<file path="src/rtl/data_island_packet_serializer.sv">
// -----------------------------------------------------------------------------
// data_island_packet_serializer
//
// Serializes one 32-pixel HDMI data-island packet onto the 9-bit packet
// channel. Each pixel clock emits one bit group. The group holds one header
// bit and one bit pair from each of the four subpackets. The block also
// generates the BCH(32,24) header parity and the four BCH(64,56) subpacket
// parities on the fly. The generator is G(x)=1+x^6+x^7+x^8, with step
// constant 8'h83.
//
// Ports
//   clk_pixel          in   1    pixel clock, the only clock
//   reset              in   1    synchronous, active-high reset
//   data_island_period in   1    high while the encoder sits in a packet slot
//   header             in   24   HB2:HB1:HB0, with HB0 in [7:0]
//   sub                in   224  subpacket i in sub[56*i +: 56], byte 0 low
//   packet_load        out  1    combinational; inputs are sampled this cycle
//   packet_data        out  9    [0]=header bit, [2i+1]/[2i+2]=even/odd bit
//                                of subpacket i
//   packet_counter     out  5    index of the bit group on packet_data
//   packet_valid       out  1    packet_data carries live packet bits
//
// Handshake: packet_load is the only upstream strobe. The header and sub
// inputs must be valid in any cycle where packet_load is high. The block
// ignores them in every other cycle. Downstream there is no backpressure.
// The outputs packet_data and packet_counter are meaningful only when
// packet_valid is high, and they are zero otherwise.
// -----------------------------------------------------------------------------
module data_island_packet_serializer (
   input  logic         clk_pixel,
   input  logic         reset,
   input  logic         data_island_period,
   input  logic [23:0]  header,
   input  logic [223:0] sub,
   output logic         packet_load,
   output logic [8:0]   packet_data,
   output logic [4:0]   packet_counter,
   output logic         packet_valid
);

   // One LFSR-style BCH step: absorb a single data bit into the parity.
   function automatic logic [7:0] bch_step(input logic [7:0] e, input logic b);
      return (e >> 1) ^ (((e[0] ^ b) == 1'b1) ? 8'h83 : 8'h00);
   endfunction

   logic [4:0]        cnt_q, cnt_d;
   logic [23:0]       header_q, header_d;
   logic [223:0]      sub_q, sub_d;
   logic [7:0]        ecc_h_q, ecc_h_d;
   logic [3:0][7:0]   ecc_s_q, ecc_s_d;
   logic [8:0]        data_q, data_d;
   logic [4:0]        pcnt_q, pcnt_d;
   logic              valid_q, valid_d;

   // Combinational working values for the current bit group.
   logic              first;
   logic [23:0]       src_header;
   logic [223:0]      src_sub;
   logic [55:0]       sp [4];
   logic [7:0]        ecc_h_cur;
   logic [3:0][7:0]   ecc_s_cur;
   logic              hdr_bit;
   logic [1:0]        sub_bits [4];
   logic [7:0]        ecc_s_mid [4];
   logic [7:0]        ecc_s_nxt [4];
   logic [8:0]        group;

   always_comb begin
      first       = (cnt_q == 5'd0);
      packet_load = data_island_period && first;

      // At index 0 the packet is consumed straight from the inputs. After
      // that it comes only from the shadow copy, so input changes mid-packet
      // have no effect. Parity also seeds from zero here, so a packet never
      // inherits parity state from the packet before it.
      src_header = first ? header : header_q;
      src_sub    = first ? sub    : sub_q;
      ecc_h_cur  = first ? 8'h00  : ecc_h_q;

      // Header bit: data for groups 0..23, then parity bits LSB first. For
      // c in 24..31, c-24 is simply c[2:0].
      if (cnt_q < 5'd24) begin
         hdr_bit = src_header[cnt_q];
         ecc_h_d = bch_step(ecc_h_cur, hdr_bit);
      end else begin
         hdr_bit = ecc_h_cur[cnt_q[2:0]];
         ecc_h_d = ecc_h_cur;
      end

      group    = 9'h000;
      group[0] = hdr_bit;
      ecc_s_d  = '0;
      for (int i = 0; i < 4; i++) begin
         sp[i]        = src_sub[56*i +: 56];
         ecc_s_cur[i] = first ? 8'h00 : ecc_s_q[i];
         // Subpacket pair: data for groups 0..27, then parity pairs. For c in
         // 28..31, c-28 is c[1:0].
         if (cnt_q < 5'd28) begin
            sub_bits[i]  = {sp[i][{cnt_q, 1'b1}], sp[i][{cnt_q, 1'b0}]};
            // The even bit is absorbed before the odd bit, giving two chained
            // steps per cycle.
            ecc_s_mid[i] = bch_step(ecc_s_cur[i], sub_bits[i][0]);
            ecc_s_nxt[i] = bch_step(ecc_s_mid[i], sub_bits[i][1]);
         end else begin
            sub_bits[i]  = {ecc_s_cur[i][{cnt_q[1:0], 1'b1}],
                            ecc_s_cur[i][{cnt_q[1:0], 1'b0}]};
            ecc_s_mid[i] = ecc_s_cur[i];
            ecc_s_nxt[i] = ecc_s_cur[i];
         end
         group[2*i+1] = sub_bits[i][0];
         group[2*i+2] = sub_bits[i][1];
         ecc_s_d[i]   = ecc_s_nxt[i];
      end

      header_d = header_q;
      sub_d    = sub_q;
      if (packet_load) begin
         header_d = header;
         sub_d    = sub;
      end

      if (data_island_period) begin
         cnt_d   = cnt_q + 5'd1;   // wraps 31 -> 0 for back-to-back packets
         data_d  = group;
         pcnt_d  = cnt_q;
         valid_d = 1'b1;
      end else begin
         // Leaving the slot aborts any partial packet for good.
         cnt_d   = 5'd0;
         ecc_h_d = 8'h00;
         ecc_s_d = '0;
         data_d  = 9'h000;
         pcnt_d  = 5'd0;
         valid_d = 1'b0;
      end
   end

   always_ff @(posedge clk_pixel) begin
      if (reset) begin
         cnt_q    <= 5'd0;
         header_q <= 24'h0;
         sub_q    <= '0;
         ecc_h_q  <= 8'h00;
         ecc_s_q  <= '0;
         data_q   <= 9'h000;
         pcnt_q   <= 5'd0;
         valid_q  <= 1'b0;
      end else begin
         cnt_q    <= cnt_d;
         header_q <= header_d;
         sub_q    <= sub_d;
         ecc_h_q  <= ecc_h_d;
         ecc_s_q  <= ecc_s_d;
         data_q   <= data_d;
         pcnt_q   <= pcnt_d;
         valid_q  <= valid_d;
      end
   end

   assign packet_data    = data_q;
   assign packet_counter = pcnt_q;
   assign packet_valid   = valid_q;

endmodule

</file>
<file path="config.mk">
export PLATFORM = sky130hd
export DESIGN_NAME = data_island_packet_serializer
export DESIGN_NICKNAME = d
export VERILOG_FILES = /design/src/rtl/data_island_packet_serializer.sv
export SDC_FILE = /design/constraint.sdc
export NUM_CORES = 1
export LEC_CHECK = 0
export CAP_MARGIN = 20
export CORE_MARGIN = 3
export CORE_UTILIZATION = 39
export DETAILED_ROUTE_END_ITERATION = 10
export PLACE_DENSITY_LB_ADDON = 0.2
export SYNTH_ARGS = -nofsm -noshare
export SYNTH_HDL_FRONTEND = slang
export SYNTH_SLANG_ARGS = --single-unit
</file>
<file path="constraint.sdc">
create_clock -name clk_pixel -period 8.1 [get_ports clk_pixel]
set_input_delay 1.215 -clock clk_pixel [delete_from_list [all_inputs] [get_ports clk_pixel]]
set_output_delay 1.215 -clock clk_pixel [all_outputs]
set_load 0.01 [all_outputs]
</file>
# --- After elaboration in Yosys (flattened, before gate mapping) ---
# Index checks and enable logic that the tools add are counted.
# W data, S select, Z words.
classes:
  n_reduce_logical: 3
  n_addsub: 1
  bitwise_logic: 19
  mux: 63
  n_lt_le_gt_ge: 8
op_table:
  columns: ["operator", "count"]
  rows:
  - ["$mux W224", 1]
  - ["$mux W8", 19]
  - ["$xor A7 B8 Y8", 9]
  - ["$bmux W1 S5", 9]
  - ["$mux W24", 1]
  - ["$mux W1", 20]
  - ["$bmux W1 S2", 8]
  - ["$lt A6 B7 Y1 const B", 2]
  - ["$lt A3 B4 Y1 const B", 3]
  - ["$lt A5 B5 Y1 const B", 2]
  - ["$xor A1 B1 Y1", 9]
  - ["$mux W2", 4]
  - ["$lt A5 B6 Y1 const B", 1]
  - ["$add A5 B1 Y5 const B", 1]
  - ["$logic_not A5 Y1", 1]
  - ["$bmux W1 S3", 1]
  - ["$reduce_or A2 Y1", 1]
  - ["$logic_and A1 B1 Y1", 1]
  - ["$not A1 Y1", 1]
totals:
  reg_bits: 308
  output_inout_bits: 16
  in_bits: 251
  elab_cells: 105

# --- Depth between registers and ports, before layout ---
# Gate-level depths: netlist of the first run.
logic_depth:
  depth_word: 11
  mapped_depth: 20
  depth_no_buf: 11

# --- Worst setup path after synthesis of the first run ---
# Ideal clock, no wire load.
synth_path:
  kind: "flip-flop to output port"
  start: "register cnt_q[1]"
  end: "output port packet_load"
  setup_slack_ns: 3.630
  arrival_ns: 3.255
  required_time_ns: 6.885
  path_buffers: 10
  path_stages_with_launch: 16
  path_cell_list: "dfxtp_1 > buf_2 > inv_1 > clkbuf_1 > buf_1 > ha_1 > nor4b_4 > buf_6 > buf_8 > buf_12 > buf_6 > buf_2 > buf_2 > nand2_1 > clkinv_1 > clkbuf_1"
synth_between:
  elab_chain_len: 2
synth_lines:
  columns: ["item", "line_no", "text"]
  rows:
  - ["start: declaration", "46", "logic [4:0] cnt_q, cnt_d;"]
  - ["start signal: assignment", "149", "cnt_q <= cnt_d;"]
  - ["$logic_not A5 Y1", "69", "first = (cnt_q == 5'd0);"]
  - ["$logic_and A1 B1 Y1", "70", "packet_load = data_island_period && first;"]
  - ["end: declaration", "35", "output logic packet_load,"]
# No other way between the ends.

# --- Worst setup path in the final report of the first run ---
layout_path:
  start: "register cnt_q[0]"
  end: "register ecc_s_q[25] (netlist name)"
layout_between:
  elab_chain_len: 11
  elab_cells_between_ends: 15
  cone_classes: "order compare: 1; mux: 9; bitwise: 4; reduce/logical: 1"
layout_lines:
  columns: ["item", "line_no", "text"]
  rows:
  - ["$logic_not A5 Y1", "69", null]
  - ["$mux W224", "77", "src_sub = first ? sub : sub_q;"]
  - ["$bmux W1 S5", "99", "sub_bits[i] = {sp[i][{cnt_q, 1'b1}], sp[i][{cnt_q, 1'b0}]};"]
  - ["$mux W1 (implied by the code)", "99", null]
  - ["$xor A1 B1 Y1", "43", "return (e >> 1) ^ (((e[0] ^ b) == 1'b1) ? 8'h83 : 8'h00);"]
  - ["$mux W8", "43", null]
  - ["$xor A7 B8 Y8", "43", null]
  - ["$xor A1 B1 Y1", "43", null]
  - ["$mux W8", "43", null]
  - ["$xor A7 B8 Y8", "43", null]
  - ["$mux W8 (*)", "98", "if (cnt_q < 5'd28) begin"]
  - ["end signal: assignment", "153", "ecc_s_q <= ecc_s_d;"]
  - ["end: declaration", "50", "logic [3:0][7:0] ecc_s_q, ecc_s_d;"]
# Mark *: on every way between the ends. The rest lies on a longest branch, timed or not. The select of a mux whose other input is x is not followed.
# A chain may end at the register's enable or synchronous reset.

==> results of run 1 <==
[state kept, by name, summed over array words and instances (netlist names)]
name            count
header_q           24
cnt_q               5
packet_data         9
ecc_h_q             8
packet_valid        1
ecc_s_q            32
packet_counter      5
sub_q             224
[logic make-up after synthesis]
group           after synthesis  synth area share, %
compound gates              456                 17.5
xor+xnor                     27                 1.84
fa+ha+maj                     2                0.165
buf+inv                     170                 5.71
flops                       308                 40.6
mux                         113                 11.5
simple gates                867                 22.8
[cell usage in the layout (no fill, tap or decap), types with 5 or more instances in the layout]
| master | netlist | final |
|---|---|---|
| mux2_2 | 14 | 14 |
| mux4_2 | 37 | 37 |
| inv_1 | 6 | 6 |
| nor2_2 | 0 | 5 |
| xor2_1 | 9 | 9 |
| nand3_1 | 49 | 49 |
| mux2i_1 | 54 | 54 |
| nand4_1 | 5 | 5 |
| diode_2 | 0 | 5 |
| clkbuf_16 | 0 | 37 |
| clkdlybuf4s50_1 | 0 | 265 |
| clkinv_2 | 0 | 5 |
| buf_4 | 6 | 23 |
| nand2_1 | 724 | 723 |
| nor3_1 | 7 | 7 |
| nand2b_1 | 9 | 9 |
| a31oi_1 | 34 | 34 |
| a21oi_1 | 309 | 309 |
| a311oi_1 | 6 | 6 |
| xnor2_1 | 14 | 14 |
| dfxtp_1 | 308 | 305 |
| clkbuf_1 | 92 | 6 |
| nor2_1 | 47 | 42 |
| a211oi_1 | 11 | 11 |
| clkbuf_8 | 0 | 13 |
| a32oi_1 | 9 | 9 |
| mux4_1 | 8 | 8 |
| a221oi_1 | 6 | 6 |
| o211ai_1 | 11 | 11 |
| o21ai_0 | 28 | 28 |
[final timing paths]
| check | end | slack, ps | from | depth (start not counted) |
|---|---|---|---|---|
| worst max register to register | ecc_s_q[25]$_SDFF_PP0_ | 3430 | cnt_q[0]$_SDFF_PP0_ | 13 |
| worst min register to register | sub_q[131]$_SDFFE_PP0P_ | 450 | sub_q[131]$_SDFFE_PP0P_ | 2 |
| worst max-delay path | ecc_s_q[25]$_SDFF_PP0_ | 3430 | cnt_q[0]$_SDFF_PP0_ | 13 |
| worst min-delay path | sub_q[131]$_SDFFE_PP0P_ | 450 | sub_q[131]$_SDFFE_PP0P_ | 2 |
[through the flow]
stage	instance area, um^2	total power [W]
global placement	17900	0.00231
global route	19100	0.00408
detailed placement	17900	0.00232
floorplan	15200	0.00207
finish	19100	0.00392
CTS	19100	0.00394
[cell type report]
class,instances,area (um^2)
inverter,8,37.5
clock buffer,55,1110
multi-input combinational,1465,8190
tap,511,639
sequential,308,6170
fill,3762,18900
antenna,5,12.5
clock inverter,9,81.3
timing repair buffer,290,2860
[metal layers]
metal  share of wire (%)  up-vias  wire [um]
met2                  47      544      24600
met5                   0        -          0
met1                  43     6906      22700
met4                 2.7        0       1410
met3                 7.1       86       3720
li1                    -     6977          -
[worst max-delay path, delay by kind of cell, from the launching register on]
kind	cells	cell delay (ps)
compound gates	1	120
xor+xnor	1	380
fa+ha+maj	1	210
buf+inv	3	1380
flops	1	500
mux	2	860
simple gates	5	1060
[power groups by stage]
stage,Combinational (W),Sequential (W),Clock (W)
global placement,0.000621,0.00169,0
CTS,0.000631,0.00166,0.00165
global route,0.000689,0.00167,0.00172
finish,0.000631,0.00166,0.00163
floorplan,0.000400,0.00167,0
detailed placement,0.000630,0.00169,0
==> impl_results.md, run 1 <==
* Status: finished clean
* Grt ovf at 0
* CP startpoint kind: flip-flop
* Worst-path clk slew at 60 ps
* Power Internal at roughly 0.0029 W
* Clock Skews at ~11 ps
* Largest area contributor in the synthesized netlist: dfxtp_1
* GR Util met1 at approximately a third
* CP Max Fanout at 106
* Final nets at 2362
* Sequential area share after synthesis at between 40% and 50%
* Final ANT Viol Nets at 0
* Tmin final at approximately 4700 ps
* Sink Count at 308
* Total wire length at 52.4 mm
* Combinational share of power at about 16%
* CP Capture Type: flip-flop
* Place WS at 3410 ps
* Slowest Stage Delay on Critical Path at 700 ps
* Post-synth top cells: 724 x nand2_1, 309 x a21oi_1, 308 x dfxtp_1
* Reg power frac at 42.4%
* Distinct cell type count after synthesis at around 70
* Number of buffers created by CTS at 36
* First-pass GRT wire length at 79.9 mm
* DR DRC count at 0
* Initial antenna violation count at 4
* Rows at 71
* CP max-delay cell: buf_4
* Max-slew headroom at roughly 26%
* Full die area at 0.0414 mm^2
* Final Hold Fails at 0
* GRT busiest layer: met2
* Post-DP HPWL at ~34 mm
* DRT iter0 DRCs at 1533
* Fin cells at 2651
* Clk buf depth at 3
* Pwr dens at 205 mW/mm^2
* Worst hold margin at between 400 and 500 ps
* Worst EP arrival at 5110 ps
* Placer Congestion at approximately 0.82
* Synthesis-stage register bit count at 308
* CTS tree: done
* Root buf cell: clkbuf_16
* Tightest Hold Check Type: flip-flop to flip-flop
* Initial core utilization at 40.0%
* IO buf count at 266
* GRT Total Usage at 24.3%
* # setup viols final at 0
* Share of layout cells above drive strength 1 at about 7.5%
* Main synth FF type: dfxtp_1
* Final WS setup at 3430 ps
* Core area at 0.0380 mm^2
* Number of synthesized flops with an enable pin at 0
* Setup Fix Bufs, Post-CTS at 0
* Critical path class: flip-flop to flip-flop
* CTS hold repair buffers at 0
* Synthesized area per cell at about 7.8 um^2
* Lkg Pwr at 7.09 nW
* Max_cap viols at 0
* Htree depth at 2
* Synth warn at 0
* Via density at 5.47
* Slew Limit Fails at 0
* Post-synth top area share at 40.6%
* Clock Power Share at about 42%
* Fmax at 214 MHz
* Met3 Use GR at 4.05%
* DR WL/cell at 19.8 um
* Largest net degree at the start of global routing at 156
* Synth area leaders: dfxtp_1 41%, nand2_1 18%, a21oi_1 10%, mux4_2 5.5%, mux2i_1 3.6%
* Die Y at between 200 and 250 um
* Switching Share at 26.5%
* CTS resizes at 0
* RSZ-0062 raised after global routing: no
* Worst skew pair latency at 520 ps
* Worst path required time at 8550 ps
* Max VDD drop at around 0.14 mV
* NetSw at 0.00104 W
* Final core utilization at 50.3%
* Syn-to-layout area delta at 25.7%
* Worst-Margin Slew at 1110 ps
* Mapped cell area at 0.0152 mm^2
* Met2 Use GR at 38.7%
* Die width at roughly 200 um
* IO Count at 267
* Most common cell in the netlist: nand2_1
* Fin crit share at between 50% and 60%
* Vias in the first global route at between 10000 and 15000
* CP Cell Sequence: inv_1, ha_1, nor4b_4, buf_4, buf_12, mux2_2, mux4_2, nor3_1, or3_1, nor4_1, nor4_2, xor3_1, o21ai_1
* Vias at 14500
* Pre-Repair DR Iteration Count at 6
* Post-Syn Instances at 1943
* Dpl cells at 2582
* Syn nets at 2196
* Final setup TNS at 0 ps
* Post-synth ARST share at 0%
No activity file was read; power rests on OpenSTA's default activity.
==> inputs of run 2 (changes only) <==
- clock period: 8.1 -> 4.7 ns (I/O delays scaled with it)
==> run 2 against run 1 <==
Hold slack got worse by 0.96 ps. Routed wire length decreased by 0.45%. Sequential share of layout area decreased by 0.15 points. First-iteration DRC count decreased by 20%. Combinational power increased by 74%. Final area increased by 0.45%. Via count about the same. Utilization increased by 0.23 points. Global-route usage decreased by 0.052 points. Largest cell class unchanged.
==> impl_results.md, run 2 (synthesized netlist as in run 1, its figures left out) <==
* Worst path required time at 3990 ps
* Lkg Pwr at 7.13 nW
* Clock Skews at 14.9 ps
* Worst-Margin Slew at 1200 ps
* R2r setup slk at 900 ps
* FF-to-FF End: ecc_s_q[25]$_SDFF_PP0_
* Full die area at 0.0414 mm^2
* Setup Fix Bufs, Post-CTS at 0
* Most frequent cells in the layout: 723 x nand2_1, 309 x a21oi_1, 305 x dfxtp_1
* Placer Congestion at 0.833
* DRT iter0 DRCs at 1232
* Post-Place Cell Area at 0.0180 mm^2
* Worst reg2reg path startpoint: cnt_q[0]$_SDFF_PP0_
* CP startpoint: cnt_q[0]$_SDFF_PP0_
* RSZ-0062 raised after global routing: no
* CTS hold repair buffers at 0
* Hold path endpoint: sub_q[96]$_SDFFE_PP0P_
* Hold Path Cell Cnt at 2
* IO buf count at 266
* Biggest regs: sub_q: 224 flops, ecc_s_q: 32 flops, header_q: 24 flops
* Max VDD drop at around 0.19 mV
* DR DRC count at 0
* Worst skew pair latency at 510 ps
* Worst hold margin at about 450 ps
* Final WS setup at 595 ps
* Tmin final at 4110 ps
* Final core utilization at between 50% and 60%
* Core area at about 0.038 mm^2
* Die width at 203 um
* Most common cell after layout, fill and taps aside: nand2_1
* Non-Filler Cell Area, Final at 0.0192 mm^2
* CTS tree: done
* Vias in the first global route at 13800
* Place WS at 914 ps
* Critical path class: flip-flop to output port
* IO Count at 267
* Max_cap viols at 0
* Worst EP arrival at ~3400 ps
* Post-DP HPWL at 34.1 mm
* Rows at 71
* Top reg by flops: sub_q
* GRT Total Usage at 24.2%
* Htree depth at 2
* Vias at 14500
* Status: finished clean
* CP startpoint kind: flip-flop
* Grt ovf at 0
* Final ANT Viol Nets at 0
* Clk buf depth at 3
* Die Y at 203 um
* CP Max Fanout at between 60 and 70
* Sink Count at 308
* Root buf cell: clkbuf_16
* Worst hold start: sub_q[96]$_SDFFE_PP0P_
* Final Hold Fails at 0
* Fmax at 244 MHz
* Pwr dens at 355 mW/mm^2
* First-pass GRT wire length at approximately 80 mm
* Slew Limit Fails at 0
* Pre-Repair DR Iteration Count at 7
* CTS resizes at 0
* Final setup TNS at 0 ps
* Syn-to-layout area delta at 26.3%
* Worst-path clk slew at 60 ps
* Tightest Hold Check Type: flip-flop to flip-flop
* Max-slew headroom at 19.8%
* CP Capture Type: output port
* Final nets at 2368
* Total wire length at 52.2 mm
* Fillers at roughly 3700
* Share of layout cells above drive strength 1 at 7.66%
* # setup viols final at 0
* Initial core utilization at approximately two fifths
* Number of buffers created by CTS at 35
* Fin crit share at between 80% and 90%
* Largest net degree at the start of global routing at 249
* Initial antenna violation count at 4
* Via density at ~5.5
* Max reg flops at 224
* DR WL/cell at 19.7 um
* Worst Reg-to-Reg Cells at 11
run 2: per-layer routing:
metal,vias up,wire length [um],global-route usage (%)
met5,-,56,0
met4,8,1360,6.66
met3,89,3170,3.53
met2,529,24700,39.5
met1,6906,22900,33.8
li1,6978,-,-
run 2: through the flow:
| step | std cells | power [W] |
|---|---|---|
| after floorplan | 1943 | 0.00357 |
| final | 2652 | 0.00681 |
| after CTS | 2651 | 0.00685 |
| after global placement | 2589 | 0.00399 |
| after global routing | 2651 | 0.00707 |
| after detailed placement | 2589 | 0.00401 |
run 2: how the worst max path moves through the flow:
stage                        endpoint  depth (start not counted)
6_report                  packet_load                          8
5_1_grt                   packet_load                          8
4_1_cts                   packet_load                          8
3_5_place_dp   ecc_s_q[25]$_SDFF_PP0_                         11
3_3_place_gp   ecc_s_q[25]$_SDFF_PP0_                         11
2_1_floorplan  ecc_s_q[25]$_SDFF_PP0_                         15
run 2: power by group:
group          total [W]  leakage (nW)  switching, W  internal, W
combinational    0.00110          4.01      0.000590     0.000514
clock            0.00285         0.589       0.00110      0.00175
sequential       0.00285          2.53     0.0000878      0.00276
total            0.00681          7.13       0.00178      0.00503
run 2: cell type report:
cell class	count	area [um^2]	area share (%)
clock buffer	54	1080	5.63
antenna	1	2.50	0.0130
multi-input combinational	1465	8190	42.7
timing repair buffer	297	2950	15.4
inverter	8	37.5	0.196
clock inverter	8	121	0.632
sequential	308	6170	32.2
tap	511	639	3.33
run 2: worst max-delay path: stages, from the launching register on:
cell	delay (ps)
dfxtp_4	430
inv_1	110
ha_1	200
nor4b_4	350
buf_12	370
buf_4	320
nand2_4	110
inv_8	300
clkdlybuf4s50_1	620
